$ cat src/rtl/seq_shift_add_multiplier.sv
// Sequential unsigned shift-and-add multiplier: one partial-product add per clock through a
// 2N-bit ripple-carry chain. Define EARLY_TERM_EN to exit RUN once the multiplier runs out of ones.
module seq_shift_add_multiplier #(
  parameter int unsigned N = 8
) (
  input  logic           clk,
  input  logic           rst,
  input  logic           start,
  input  logic [N-1:0]   a,
  input  logic [N-1:0]   b,
  output logic           busy,
  output logic           done,
  output logic [2*N-1:0] product
);

  localparam int unsigned CntW = $clog2(N);

  typedef enum logic [1:0] {StIdle, StRun, StDone} state_e;

  state_e          state_q, state_d;
  logic [2*N-1:0]  mcand_q, mcand_d;
  logic [2*N-1:0]  acc_q, acc_d;
  logic [2*N-1:0]  product_q, product_d;
  logic [N-1:0]    mplier_q, mplier_d;
  logic [CntW-1:0] count_q, count_d;
  logic [2*N-1:0]  addend, sum;
  logic            last_iter;

  assign addend = mplier_q[0] ? mcand_q : '0;

  // Ripple chain of single-bit full adders, carry-in 0; the final carry-out is always 0 for
  // unsigned N x N operands and is dropped.
  always_comb begin
    logic carry;
    carry = 1'b0;
    sum   = '0;
    for (int i = 0; i < 2 * N; i++) begin
      sum[i] = acc_q[i] ^ addend[i] ^ carry;
      carry  = (acc_q[i] & addend[i]) | (carry & (acc_q[i] ^ addend[i]));
    end
  end

`ifdef EARLY_TERM_EN
  assign last_iter = (count_q == CntW'(N - 1)) || ((mplier_q >> 1) == '0);
`else
  assign last_iter = (count_q == CntW'(N - 1));
`endif

  always_comb begin
    state_d   = state_q;
    mcand_d   = mcand_q;
    mplier_d  = mplier_q;
    acc_d     = acc_q;
    count_d   = count_q;
    product_d = product_q;
    unique case (state_q)
      StIdle: begin
        if (start) begin
          mcand_d  = {{N{1'b0}}, a};
          mplier_d = b;
          acc_d    = '0;
          count_d  = '0;
          state_d  = StRun;
        end
      end
      StRun: begin
        acc_d    = sum;
        mcand_d  = mcand_q << 1;
        mplier_d = mplier_q >> 1;
        count_d  = count_q + CntW'(1);
        if (last_iter) begin
          product_d = sum;
          state_d   = StDone;
        end
      end
      StDone: state_d = StIdle;
      default: state_d = StIdle;
    endcase
  end

  always_ff @(posedge clk or posedge rst) begin
    if (rst) begin
      state_q   <= StIdle;
      mcand_q   <= '0;
      mplier_q  <= '0;
      acc_q     <= '0;
      count_q   <= '0;
      product_q <= '0;
    end else begin
      state_q   <= state_d;
      mcand_q   <= mcand_d;
      mplier_q  <= mplier_d;
      acc_q     <= acc_d;
      count_q   <= count_d;
      product_q <= product_d;
    end
  end

  assign busy    = (state_q == StRun);
  assign done    = (state_q == StDone);
  assign product = product_q;

endmodule

$ cat config.mk
export PLATFORM = sky130hd
export DESIGN_NAME = seq_shift_add_multiplier
export DESIGN_NICKNAME = d
export VERILOG_FILES = /design/src/rtl/seq_shift_add_multiplier.sv
export SDC_FILE = /design/constraint.sdc
export NUM_CORES = 1
export LEC_CHECK = 0
export BUFFER_PORTS_ARGS = -buffer_cell sky130_fd_sc_hd__buf_4
export CAP_MARGIN = 0
export CORE_MARGIN = 2
export CORE_UTILIZATION = 55
export CTS_BUF_LIST = sky130_fd_sc_hd__clkbuf_8
export DETAILED_ROUTE_END_ITERATION = 8
export GPL_TIMING_DRIVEN = 0
export PLACE_DENSITY_LB_ADDON = 0.15
export SLEW_MARGIN = 30
export SYNTH_ARGS = -nofsm -noshare
export SYNTH_HDL_FRONTEND = slang
export SYNTH_SLANG_ARGS = --single-unit
$ cat constraint.sdc
create_clock -name clk -period 14 [get_ports clk]
set_input_delay 1.4 -clock clk [delete_from_list [all_inputs] [get_ports clk]]
set_output_delay 1.4 -clock clk [all_outputs]
set_load 0.005 [all_outputs]
==> flow_metrics.tcl <==
set metrics [dict create \
    placementRows 26 \
    ant_nets 0 \
    first_pass_iters 4 \
    yosys_warnings 0 \
    dieArea_mm2 0.00589 \
    nNetsFinal 343 \
    wl_um 5700 \
    h-tree-depth 3 \
    grt_usage_pct 22.5 \
    cts_root_buf "clkbuf_8" \
    grt_max_degree 39 \
    ir_worst_vdd_mv 0.113 \
    finalCriticalPeriod_ns 7.14 \
    port_buffers 36 \
    rr_startpoint "mplier_q[0]" \
    fin_crit_sh_pct 51.0 \
    die_w_um 76.8 \
    syn-instance-count 259 \
    first_iter_violations 57 \
    drive_gt1_share_pct 22.8 \
    hold_end "product[4]" \
    worst_slew_pin_slew_ns 0.503 \
    start_util_pct 57.0 \
    slew_headroom_pct 66.4 \
    clk_pin_slew_ns 0.06 \
    antenna_found_initial 0 \
    diodes 0 \
    maxCapViolCount 0 \
    layout_commonest_cell "dfrtp_1" \
    power_mw 0.715 \
    dpl.hpwl_um 3990 \
    timing.rr.end "product[14]" \
    final_cells 381 \
    dp_slack_ns 6.91 \
    nFillCells 405 \
    hold_start "product[4]" \
    pin_count 37 \
    synth-seq-area-share_pct 52.4 \
    cts_resized 0 \
    cp_data_arrival_time_ns 7.35 \
    worstRegToRegCells 19 \
    cts_tree "built" \
    cp.required_ns 14.21 \
    ys_ff_latch 61 \
    route.detailed.drc 0 \
    ctsHoldBuffers 0 \
    clock_path_buffers 2 \
    setup_violations 0 \
    wl_per_cell_um 15.0 \
    grt_first_pass_wirelength_um 10300 \
    overflow 0 \
    rsz0062_at_grt "no" \
    layout_setup_ws_ns 6.86 \
    via_per_inst 5.36 \
    place_area_mm2 0.00329 \
    leakage_nw 1.66 \
    hold_viol 0 \
    cts_buffers 9 \
    holdPathStages 2 \
    clock_latency_ns 0.33 \
    endpoint_kind "flop" \
    crit_fanout 10 \
    finClkSkew_ns 0.00632 \
    cts.sinks 61 \
    synthesis.area_mm2 0.00291 \
    final_cell_mix "dfrtp_1, nand2_1, o21ai_0, buf_4, inv_1" \
    synth_cell_types 29 \
    grt_pass1_vias 2100 \
    vias 2044 \
    post_cts_buffers 0 \
    gp_congestion 0.742 \
    syn2layout_area_growth_pct 19.2 \
    core_mm2 0.00511 \
    cp-start-kind "flop" \
    regToRegSetupSlack_ns 6.86 \
    die-height_um 76.8 \
    drv_slew 0 \
    fmax_mhz 140 \
    critical_path_class "reg2reg" \
    min_path_type "reg2reg" \
    status "finished clean" \
    power_density_mw_per_mm2 206 \
    final_area_mm2 0.00347 \
    synthesis.nets 295 \
    avgSynthCellArea_um2 11.2 \
    tns_ns 0 \
    place_inst 366 \
]
power by group:
part	total, mW	switching [mW]	internal (mW)
registers	0.296	0.0454	0.250
logic	0.279	0.143	0.136
clock network	0.140	0.0639	0.0762
per-layer routing:
layer	part of all wire [%]	global-route usage, %	wire [um]	vias up
met1	44	31.7	2510	1027
met2	50	35.0	2860	51
li1	-	-	-	958
met3	3.9	3.53	225	8
met5	0	0	0	-
met4	1.9	9.82	107	0
registers in the layout (all words and copies together) (netlist names):
name	flops
acc_q	16
count_q	3
mcand_q	16
mplier_q	8
product	16
state_q	2
cell usage after synthesis:
| master | number | area share [%] |
|---|---|---|
| nor2b_1 | 2 | 0.43 |
| o21ai_0 | 40 | 6.9 |
| inv_1 | 17 | 2.2 |
| buf_2 | 3 | 0.52 |
| dfrtp_1 | 61 | 52 |
| clkbuf_2 | 1 | 0.17 |
| a221o_1 | 4 | 1.4 |
| inv_2 | 1 | 0.13 |
| nand2_1 | 56 | 7.2 |
| o21ai_1 | 4 | 0.69 |
| buf_4 | 1 | 0.26 |
| nand2b_4 | 1 | 0.47 |
| xnor2_1 | 2 | 0.60 |
| nand3b_4 | 1 | 0.69 |
| and2_1 | 3 | 0.64 |
| a22o_1 | 13 | 3.9 |
| a21oi_1 | 1 | 0.17 |
| clkbuf_1 | 2 | 0.26 |
| mux2_4 | 3 | 1.5 |
| ha_1 | 3 | 1.3 |
| o21bai_4 | 1 | 0.64 |
| a22oi_1 | 1 | 0.26 |
| nor2_1 | 1 | 0.13 |
| nand2b_2 | 1 | 0.30 |
| mux2i_1 | 9 | 3.1 |
| buf_6 | 7 | 2.7 |
| fa_1 | 14 | 9.6 |
| nand2b_1 | 5 | 1.1 |
| o311ai_1 | 1 | 0.30 |
stage by stage:
stage / util (%) / hold slack, ns
floorplan: - / 0.448
global placement: 64.0 / 0.463
detailed placement: 64.5 / 0.472
CTS: 67.9 / 0.486
global route: 67.9 / 0.500
finish: 67.9 / 0.478
kinds of logic (layout without fill, tap and decap cells):
family,after synthesis,in the layout,share of synthesized area [%]
flip-flops,61,61,52.4
adder cells (fa/ha/maj),17,17,10.9
AND/OR/NAND/NOR,70,70,11.0
buffers and inverters,32,84,6.23
AO/OA/AOI/OAI,65,65,14.2
XOR/XNOR,2,2,0.602
multiplexers,12,12,4.64
critical path: stages, from the launching register on:
cell and delay [ns]:
dfrtp_1 0.32, clkbuf_1 0.32, clkbuf_1 0.38, nand2_1 0.15
fa_1 0.46, fa_1 0.41, fa_1 0.40, fa_1 0.39
fa_1 0.39, fa_1 0.41, fa_1 0.39, fa_1 0.40
fa_1 0.39, fa_1 0.41, fa_1 0.41, fa_1 0.39
inv_1 0.08, fa_1 0.19, fa_1 0.44, mux2_4 0.28
final cells by class:
cell class | count | area [um^2] | share of cell area, %
Sequential cell | 61 | 1530 | 44.0
Multi-Input combinational cell | 166 | 1200 | 34.7
Timing Repair Buffer | 37 | 290 | 8.37
Clock buffer | 12 | 165 | 4.76
Buffer | 14 | 114 | 3.28
Tap cell | 70 | 87.6 | 2.52
Inverter | 18 | 70.1 | 2.02
Clock inverter | 3 | 12.5 | 0.361
worst max-delay path by stage:
stage | depth (start not counted) | to | startpoint | slack (ns)
6_report | 19 | product[14] | mplier_q[0] | 6.86
3_5_place_dp | 19 | product[14] | mplier_q[0] | 6.91
3_3_place_gp | 19 | product[14] | mplier_q[0] | 7.05
4_1_cts | 19 | product[14] | mplier_q[0] | 6.85
2_1_floorplan | 19 | product[14] | mplier_q[0] | 7.51
5_1_grt | 19 | product[14] | mplier_q[0] | 6.54
Power figures use the tool's default switching activity.
